===== src/rtl/rob.sv =====
// Reorder buffer: in-order allocate/rename at issue, out-of-order writeback,
// operand queries with same-cycle writeback bypass, in-order commit, and a
// flush on a mispredicted branch at the head.
module rob #(
   parameter int unsigned ROB_BIT  = 3,
   parameter int unsigned ROB_SIZE = 8
) (
   input  logic                clk_in,
   input  logic                rst_in,
   input  logic                rdy_in,
   input  logic                issue_valid,
   input  logic [4:0]          issue_rd,
   input  logic                issue_is_br,
   input  logic                issue_pred_taken,
   input  logic [31:0]         issue_alt_pc,
   output logic [ROB_BIT-1:0]  issue_tag,
   output logic                rob_full,
   output logic [4:0]          set_dep_id,
   output logic [ROB_BIT-1:0]  set_dep_Q,
   input  logic                wb_valid,
   input  logic [ROB_BIT-1:0]  wb_tag,
   input  logic [31:0]         wb_val,
   input  logic                wb_taken,
   input  logic [ROB_BIT-1:0]  get_rob_id_1,
   output logic                rob_avail_1,
   output logic [31:0]         rob_val_1,
   input  logic [ROB_BIT-1:0]  get_rob_id_2,
   output logic                rob_avail_2,
   output logic [31:0]         rob_val_2,
   output logic [4:0]          set_id,
   output logic [31:0]         set_val,
   output logic                rob_clear,
   output logic [31:0]         redirect_pc
);

   localparam int unsigned CNT_W = ROB_BIT + 1;

   typedef struct packed {
      logic        busy;
      logic        ready;
      logic [4:0]  rd;
      logic        is_br;
      logic        pred_taken;
      logic        taken;
      logic [31:0] alt_pc;
      logic [31:0] val;
   } entry_t;

   entry_t             ent_q [ROB_SIZE];
   entry_t             ent_d [ROB_SIZE];
   logic [ROB_BIT-1:0] head_q, head_d;
   logic [ROB_BIT-1:0] tail_q, tail_d;
   logic [CNT_W-1:0]   count_q, count_d;

   entry_t head_ent_c;
   logic   full_c;
   logic   commit_c;
   logic   flush_c;
   logic   issue_ok_c;
   logic   wb_hit1_c;
   logic   wb_hit2_c;

   // Control decode: everything is gated by reset so outputs read 0 in reset.
   assign head_ent_c = ent_q[head_q];
   assign full_c     = (count_q == CNT_W'(ROB_SIZE));
   assign commit_c   = rst_in && rdy_in && head_ent_c.busy && head_ent_c.ready;
   assign flush_c    = commit_c && head_ent_c.is_br &&
                       (head_ent_c.taken != head_ent_c.pred_taken);
   assign issue_ok_c = rst_in && rdy_in && issue_valid && !full_c && !flush_c;

   // Allocation / rename outputs.
   assign rob_full   = full_c;
   assign issue_tag  = tail_q;
   assign set_dep_id = issue_ok_c ? issue_rd : 5'd0;
   assign set_dep_Q  = issue_ok_c ? tail_q : '0;

   // Commit outputs; branches never write the register file.
   assign set_id      = (commit_c && !head_ent_c.is_br) ? head_ent_c.rd  : 5'd0;
   assign set_val     = (commit_c && !head_ent_c.is_br) ? head_ent_c.val : 32'd0;
   assign rob_clear   = flush_c;
   assign redirect_pc = flush_c ? head_ent_c.alt_pc : 32'd0;

   // Operand queries with same-cycle writeback bypass.
   assign wb_hit1_c   = rst_in && wb_valid && (wb_tag == get_rob_id_1);
   assign wb_hit2_c   = rst_in && wb_valid && (wb_tag == get_rob_id_2);
   assign rob_avail_1 = wb_hit1_c ||
                        (rst_in && ent_q[get_rob_id_1].busy && ent_q[get_rob_id_1].ready);
   assign rob_avail_2 = wb_hit2_c ||
                        (rst_in && ent_q[get_rob_id_2].busy && ent_q[get_rob_id_2].ready);
   assign rob_val_1   = !rst_in   ? 32'd0  :
                        wb_hit1_c ? wb_val : ent_q[get_rob_id_1].val;
   assign rob_val_2   = !rst_in   ? 32'd0  :
                        wb_hit2_c ? wb_val : ent_q[get_rob_id_2].val;

   // Next-state: flush wins; otherwise writeback, commit pop and issue push.
   always_comb begin
      ent_d   = ent_q;
      head_d  = head_q;
      tail_d  = tail_q;
      count_d = count_q;
      if (rdy_in) begin
         if (flush_c) begin
            for (int unsigned i = 0; i < ROB_SIZE; i++) begin
               ent_d[ROB_BIT'(i)].busy = 1'b0;
            end
            head_d  = '0;
            tail_d  = '0;
            count_d = '0;
         end else begin
            if (wb_valid && ent_q[wb_tag].busy) begin
               ent_d[wb_tag].ready = 1'b1;
               ent_d[wb_tag].val   = wb_val;
               ent_d[wb_tag].taken = wb_taken;
            end
            if (commit_c) begin
               ent_d[head_q].busy = 1'b0;
               head_d             = head_q + ROB_BIT'(1);
            end
            if (issue_ok_c) begin
               ent_d[tail_q] = '{busy: 1'b1, ready: 1'b0, rd: issue_rd,
                                 is_br: issue_is_br, pred_taken: issue_pred_taken,
                                 taken: 1'b0, alt_pc: issue_alt_pc, val: 32'd0};
               tail_d        = tail_q + ROB_BIT'(1);
            end
            count_d = count_q + CNT_W'(issue_ok_c) - CNT_W'(commit_c);
         end
      end
   end

   // State registers.
   always_ff @(posedge clk_in or negedge rst_in) begin
      if (!rst_in) begin
         for (int unsigned i = 0; i < ROB_SIZE; i++) begin
            ent_q[ROB_BIT'(i)] <= '0;
         end
         head_q  <= '0;
         tail_q  <= '0;
         count_q <= '0;
      end else begin
         ent_q   <= ent_d;
         head_q  <= head_d;
         tail_q  <= tail_d;
         count_q <= count_d;
      end
   end

endmodule


===== config.mk =====
export PLATFORM = sky130hd
export DESIGN_NAME = rob
export DESIGN_NICKNAME = d
export VERILOG_FILES = /design/src/rtl/rob.sv
export SDC_FILE = /design/constraint.sdc
export NUM_CORES = 1
export LEC_CHECK = 0
export BUFFER_PORTS_ARGS = -buffer_cell sky130_fd_sc_hd__buf_2
export CAP_MARGIN = 40
export CORE_ASPECT_RATIO = 2
export CORE_MARGIN = 5
export CORE_UTILIZATION = 35
export DETAILED_ROUTE_END_ITERATION = 7
export PLACE_DENSITY = 0.61
export SYNTH_ARGS = -nofsm -noshare
export SYNTH_HDL_FRONTEND = slang
export SYNTH_SLANG_ARGS = --single-unit

===== constraint.sdc =====
create_clock -name clk_in -period 3.4 [get_ports clk_in]
set_input_delay 0.51 -clock clk_in [delete_from_list [all_inputs] [get_ports clk_in]]
set_output_delay 0.51 -clock clk_in [all_outputs]
set_load 0.02 [all_outputs]

==> results of run 1 <==
-- power by group through the flow --
stage	clock (W)	sequential [W]	combinational (W)
floorplan	0	0.0118	0.00871
global placement	0	0.0125	0.0123
detailed placement	0	0.0127	0.0125
CTS	0.00687	0.0125	0.0150
global route	0.00711	0.0130	0.0170
finish	0.00674	0.0126	0.0160
-- layout by cell type (no fill, tap or decap), types with 6 or more instances in the layout --
| cell | n |
|---|---|
| buf_12 | 66 |
| nand3_2 | 6 |
| nand2_1 | 153 |
| o211a_1 | 66 |
| mux2i_1 | 67 |
| nor4_4 | 25 |
| nor2_2 | 16 |
| inv_1 | 17 |
| o211ai_1 | 7 |
| clkinv_2 | 10 |
| o22ai_2 | 10 |
| o21ai_0 | 286 |
| mux2_2 | 312 |
| ha_1 | 6 |
| o221ai_1 | 16 |
| nor2_1 | 21 |
| nand3_1 | 10 |
| and3_4 | 8 |
| or4_1 | 285 |
| o22ai_1 | 215 |
| or4_4 | 24 |
| o221ai_2 | 9 |
| mux4_2 | 134 |
| clkbuf_8 | 14 |
| nor2_4 | 25 |
| xor2_1 | 8 |
| nor2b_1 | 6 |
| clkbuf_1 | 10 |
| buf_6 | 61 |
| o22a_1 | 25 |
| buf_8 | 7 |
| buf_4 | 164 |
| dfrtp_1 | 599 |
| buf_16 | 23 |
| buf_2 | 151 |
| a21oi_1 | 267 |
| clkbuf_16 | 62 |
-- final cells by class --
cell class,count,area [sq um]
inverters,19,83.8
clock buffers,81,1660
clock inverters,23,268
well taps,1215,1520
diodes,4,10.0
repair buffers,480,4930
multi-input cells,2088,17900
flip-flops and latches,602,15100
fillers,9013,53900
-- critical path, cell delays in order, from the launching register on --
cell and delay (ps):
dfrtp_2 480, buf_4 160, buf_6 130, nand3b_1 130, buf_6 140, o211a_1 160
o211ai_1 130, nor2_2 220, nand2_4 200, buf_16 220, nor4_4 210, buf_4 190
buf_6 110
-- layer usage --
layer	wire [microns]	track usage, %	share of wire (%)
met1	48700	28.7	36
met2	67600	43.7	49
met3	11200	5.42	8.2
met4	9330	15.3	6.8
met5	55	0	0.040
-- what timing repair did --
action	in CTS	in global routing
pin swaps	48	37
endpoints found under the setup margin	78	243
hold buffers	1	0
resized for setup	259	116
gates cloned	18	7
hold endpoints to repair	2	0
buffers inserted	60	24
-- cell families (layout without fill, tap and decap cells) --
logic type	after synthesis	count (layout)	share of synthesized area [%]
adder cells (fa/ha/maj)	7	7	0.283
multiplexers	515	515	21.6
other	0	4	0
AND/OR/NAND/NOR	621	621	11.2
AO/OA/AOI/OAI	933	933	16.6
flip-flops	602	602	44.8
XOR/XNOR	12	12	0.313
buffers and inverters	373	603	5.28
-- metrics by stage --
stage	hold WS, ps	worst slack, ps	TNS, ps	utilization, %	cells
floorplan	214	183	0	-	3063
global placement	372	-43.7	-43.7	38.2	4292
detailed placement	355	-83.0	-83.0	38.3	4296
CTS	20.9	-103	-4400	42.6	4479
global route	36.6	-269	-15700	43.5	4510
finish	9.79	-235	-7210	43.5	4512
-- registers in the layout (all words and copies together), names as in the netlist --
signal and flops:
ent_q 592, count_q 4, head_q 3, issue_tag 3
-- worst paths after layout --
kind | to | slack [ps]
worst min-delay path | ent_q[207]$_DFFE_PN0P_ | 10
worst min register to register | ent_q[436]$_DFFE_PN0P_ | 500
worst max-delay path | set_val[19] | -230
worst max register to register | ent_q[100]$_DFFE_PN0P_ | 30
min in group clk_in | ent_q[198]$_DFFE_PN0P_ | 220
max in group asynchronous | ent_q[263]$_DFFE_PN0P_ | 1830
==> summary.md, run 1 <==
| Metric | Value |
|---|---|
| Pleak | between 15 and 20 nW |
| Fmax | around 280 MHz |
| Synth unique cells | between 50 and 60 |
| DRT antenna net count | 0 |
| Clock Power Share | a little under a fifth |
| Placer Congestion | a little under 0.9 |
| FFs w/ async S/R, synth | 100% |
| Final hold violation count | 0 |
| Peak supply drop | ~0.52 mV |
| Die Y | 448 microns |
| Comb pwr share | a little under half |
| Critical path required time | just under 3000 ps |
| Slew @ Worst Pin | 952 ps |
| Clock Latency Late Sink | between 600 and 700 ps |
| Crit. End Element | primary output |
| Post-synthesis instance area | roughly 34000 sq um |
| Area contributors post-synth | dfrtp_1, mux2_2, mux4_2 |
| Layout area overhead | 23.2% |
| Switching share of power | about two fifths |
| Slew headroom | 36.6% |
| Initial cell density of the core | 35.3% |
| Synth Register Bits | around 600 |
| GRT overflow | 0 |
| Top cell type's share of synthesized area | between 40% and 50% |
| Reg2Reg Depth | 13 |
| Syn nets | between 3000 and 4000 |
| RSZ-0062 raised after global routing | true |
| Layout cell share with drive strength beyond 1 | between 30% and 40% |
| Max_cap viols | 0 |
| Final worst path period need | approximately 3600 ps |
| Clk sinks | 602 |
| Routed length per instance | slightly above 30 microns |
| Power, Total | around 0.035 W |
| Slew Viols, Final | 0 |
| Final worst slack | -235 ps |
| GR Util All Layers | around a quarter |
| Dpl cell area | about 37000 sq um |
| DRT iter0 DRCs | between 2000 and 3000 |
| Clk buf depth | 3 |
| Area leader, netlist | dfrtp_1 |
| # port buffers | ~230 |
| NetSw | 0.0136 W |
| Root Driver | clkbuf_16 |
| PD cells | between 800 and 900 nW/um^2 |
| Crit Reg-Reg Startpoint | head_q[0]$_DFFE_PN0P_ |
| Drt first pass iters | 6 |
| Vias in the first global route | between 20000 and 30000 |
| Final net count | approximately 3300 |
| Vias | ~29000 |
| Top-count cell post-synth | dfrtp_1 |
| Num CTS Buffers | 56 |
| DR DRC count | 0 |
| Synth Flop Type | dfrtp_1 |
| Antenna violations before repair | 10 |
| Placement Rows | 160 |
| Startpoint types | flip-flop |
| Area of the core region | between 90000 and 100000 sq um |
| Hold crit path type | input port to async pin |
| Post-synth EDFFs | 0 |
| Chip width | between 200 and 250 microns |
| Final setup skew | 21.2 ps |
| Number of H-tree levels | 2 |
| Post-synthesis sequential area ratio | ~45% |
| WL final | around 140000 microns |
| # setup viols final | about 70 |
| DR vias/cell | ~6.5 |
| I/O pin cnt | roughly 230 |
| Sequential share of power | 35.7% |
| Violated checks | setup timing |
| Synth warn | 0 |
| Outcome | finished with violations |
| Syn Inst Count | about 3100 |
| Die area | roughly 100000 sq um |
| Final Cell Area | between 40000 and 50000 sq um |
| Syn_area_per_cell | about 11 sq um |
| First-pass GRT wire length | 198000 microns |
| Largest net degree at the start of global routing | between 150 and 200 |
| Setup CP Type | flip-flop to primary output |
| Detail Placement HPWL | around 77000 microns |
| Setup crit start | head_q[0]$_DFFE_PN0P_ |
| Total internal power | about 0.022 W |
| Synth top cells by count | dfrtp_1, mux2_2, or4_1 |
| Reg clk slew, reported paths | 70 ps |
| CP Max Fanout | 7 |
| Fin crit share | 107% |
| Worst Path Arrival | approximately 3100 ps |
| CTS tree | built |
No activity file was read; power rests on OpenSTA's default activity.
==> run 2: changes to the inputs <==
==> constraint.sdc (replaced) <==
create_clock -name clk_in -period 4.7 [get_ports clk_in]
set_input_delay 0.705 -clock clk_in [delete_from_list [all_inputs] [get_ports clk_in]]
set_output_delay 0.705 -clock clk_in [all_outputs]
set_load 0.02 [all_outputs]
==> summary.md, run 2 (same netlist as run 1, synthesis figures left out) <==
| Metric | Value |
|---|---|
| Outcome | complete, no violations |
| Placer Congestion | around 0.84 |
| Antenna violations before repair | 10 |
| CTS tree | built |
| NetSw | between 0.008 and 0.009 W |
| GR Util All Layers | a little under a quarter |
| Pleak | 16.7 nW |
| Root Driver | clkbuf_16 |
| Top Registers | ent_q x592, count_q x4 |
| Reg clk slew, reported paths | 70 ps |
| Clock Latency Late Sink | 660 ps |
| Crit-path leading delay family | buffers and inverters |
| Clock Power Share | about a fifth |
| Chip width | between 200 and 250 microns |
| Vias | ~28000 |
| WL final | 127000 microns |
| Reg with most FFs | ent_q |
| Setup CP Type | flip-flop to primary output |
| Fmax | roughly 220 MHz |
| Worst Path Arrival | roughly 3800 ps |
| CP peak stage delay | roughly 600 ps |
| Clk buf depth | 3 |
| Die area | between 100000 and 150000 sq um |
| Final setup TNS | 0 ps |
| Die Y | roughly 450 microns |
| Number of H-tree levels | 2 |
| DRT antenna net count | 0 |
| DR vias/cell | 6.48 |
| Largest net degree at the start of global routing | approximately 330 |
| Routed length per instance | slightly below 30 microns |
| Switching share of power | 37.8% |
| Crit. End Element | primary output |
| # setup viols final | 0 |
| PD cells | about 600 nW/um^2 |
| RSZ-0062 raised after global routing | false |
| Cell breakdown of the critical path | clkinv_1 -> o211ai_1 -> a221oi_1 -> nor2_1 -> nand2_4 -> buf_4 -> nor4_1 -> buf_4 -> buf_2 |
| Most frequent cell on the critical path | buf_4 |
| Layout cell share with drive strength beyond 1 | 29.1% |
| Buf+Inv Stages, Crit Path | 4 |
| Peak supply drop | 0.426 mV |
| Vias in the first global route | ~29000 |
| Slowest cell on crit path | dfrtp_2 |
| Num CTS Buffers | 55 |
| I/O pin cnt | between 200 and 250 |
| Dpl cell area | between 30000 and 40000 sq um |
| Max reg flops | a little under 600 |
| Final hold violation count | 0 |
| Slew @ Worst Pin | ~1100 ps |
| Final worst path period need | 4500 ps |
| Comb pwr share | 39.0% |
| Hold crit path type | input port to flip-flop |
| GRT overflow | 0 |
| First-pass GRT wire length | about 190000 microns |
| # port buffers | approximately 230 |
| Final setup skew | between 20 and 30 ps |
| Placement Rows | 160 |
| Area of the core region | approximately 95000 sq um |
| Slew Viols, Final | 0 |
| Final Cell Area | ~38000 sq um |
| Dpl cells | 4257 |
| Final net count | between 3000 and 4000 |
| Power, Total | 0.0228 W |
| Startpoint types | flip-flop |
| Slew headroom | 24.8% |
| Post-Layout Cell Count | roughly 4400 |
| DR DRC count | 0 |
| Initial cell density of the core | 35.3% |
| Commonest non-fill, non-tap cells in the layout | dfrtp_1, mux2_2, or4_1, o21ai_0, a21oi_1 |
| Clk sinks | 602 |
| Max_cap viols | 0 |
| Total internal power | around 0.014 W |
| Commonest non-fill, non-tap cell in the layout | dfrtp_1 |
| Sequential share of power | between 30% and 40% |
| Filler cells | 9316 |
| DRT iter0 DRCs | about 2600 |
| Critical path required time | about 4000 ps |
| Fin crit share | between 90% and 100% |
| CP Max Fanout | 21 |
| Layout area overhead | 12.6% |
| Detail Placement HPWL | ~75000 microns |
| Drt first pass iters | 7 |
| Total setup buffers inserted after CTS | 0 |
==> run 2: cell type report <==
class	count	area [sq um]	area share [%]
flip-flops and latches	602	15100	39.8
clock inverters	24	320	0.846
clock buffers	74	1540	4.06
multi-input cells	2088	17000	44.8
diodes	7	17.5	0.0463
repair buffers	334	2340	6.18
inverters	19	78.8	0.208
well taps	1215	1520	4.02
==> run 2: power by group through the flow <==
stage	registers [W]	logic, W	clock network [W]
final	0.00912	0.00892	0.00480
after global routing	0.00938	0.00962	0.00508
after CTS	0.00909	0.00887	0.00489
after floorplan	0.00850	0.00630	0
after global placement	0.00907	0.00866	0
after detailed placement	0.00919	0.00883	0
==> run 2: worst register-to-register path, cell delays in order (launching register included) <==
cell and delay [ps]:
dfrtp_2 610, clkinv_1 420, o211ai_1 360, a221o_1 250, nand4_4 250, inv_8 250
buf_12 630, o21ai_0 500, a21oi_1 200
==> run 2: metal layers <==
layer / GRT usage [%] / wire, microns / vias up
met3: 4.18 / 10200 / 422
met2: 40.8 / 62400 / 1475
li1: - / - / 12000
met5: 0 / 40 / -
met4: 11.7 / 6990 / 8
met1: 29.1 / 47100 / 14400
==> run 2: what timing repair did <==
item,4_1_cts,5_1_grt
hold buffers,1,0
endpoints found under the hold margin,11,0
endpoints found under the setup margin,1,8
gates resized for setup,2,4
==> run 2: metrics by stage <==
stage | hold slack, ps | utilization (%) | worst slack [ps]
2_1_floorplan | 409 | - | 1290
3_3_place_gp | 484 | 37.6 | 563
3_5_place_dp | 489 | 37.7 | 494
4_1_cts | 340 | 39.7 | 20.3
5_1_grt | 368 | 39.7 | 16.5
6_report | 384 | 39.7 | 202
==> run 2: worst paths after layout <==
check	from	endpoint	slack, ps	cells past startpoint
setup / recovery	head_q[2]$_DFFE_PN0P_	set_val[20]	200	9
hold / removal	issue_alt_pc[25]	ent_q[353]$_DFFE_PN0P_	380	2
setup reg to reg	head_q[2]$_DFFE_PN0P_	ent_q[460]$_DFFE_PN0P_	1160	8
hold reg to reg	ent_q[584]$_DFFE_PN0P_	ent_q[584]$_DFFE_PN0P_	500	1
max in group asynchronous	rst_in	ent_q[88]$_DFFE_PN0P_	2030	5
min in group asynchronous	rst_in	ent_q[426]$_DFFE_PN0P_	510	2
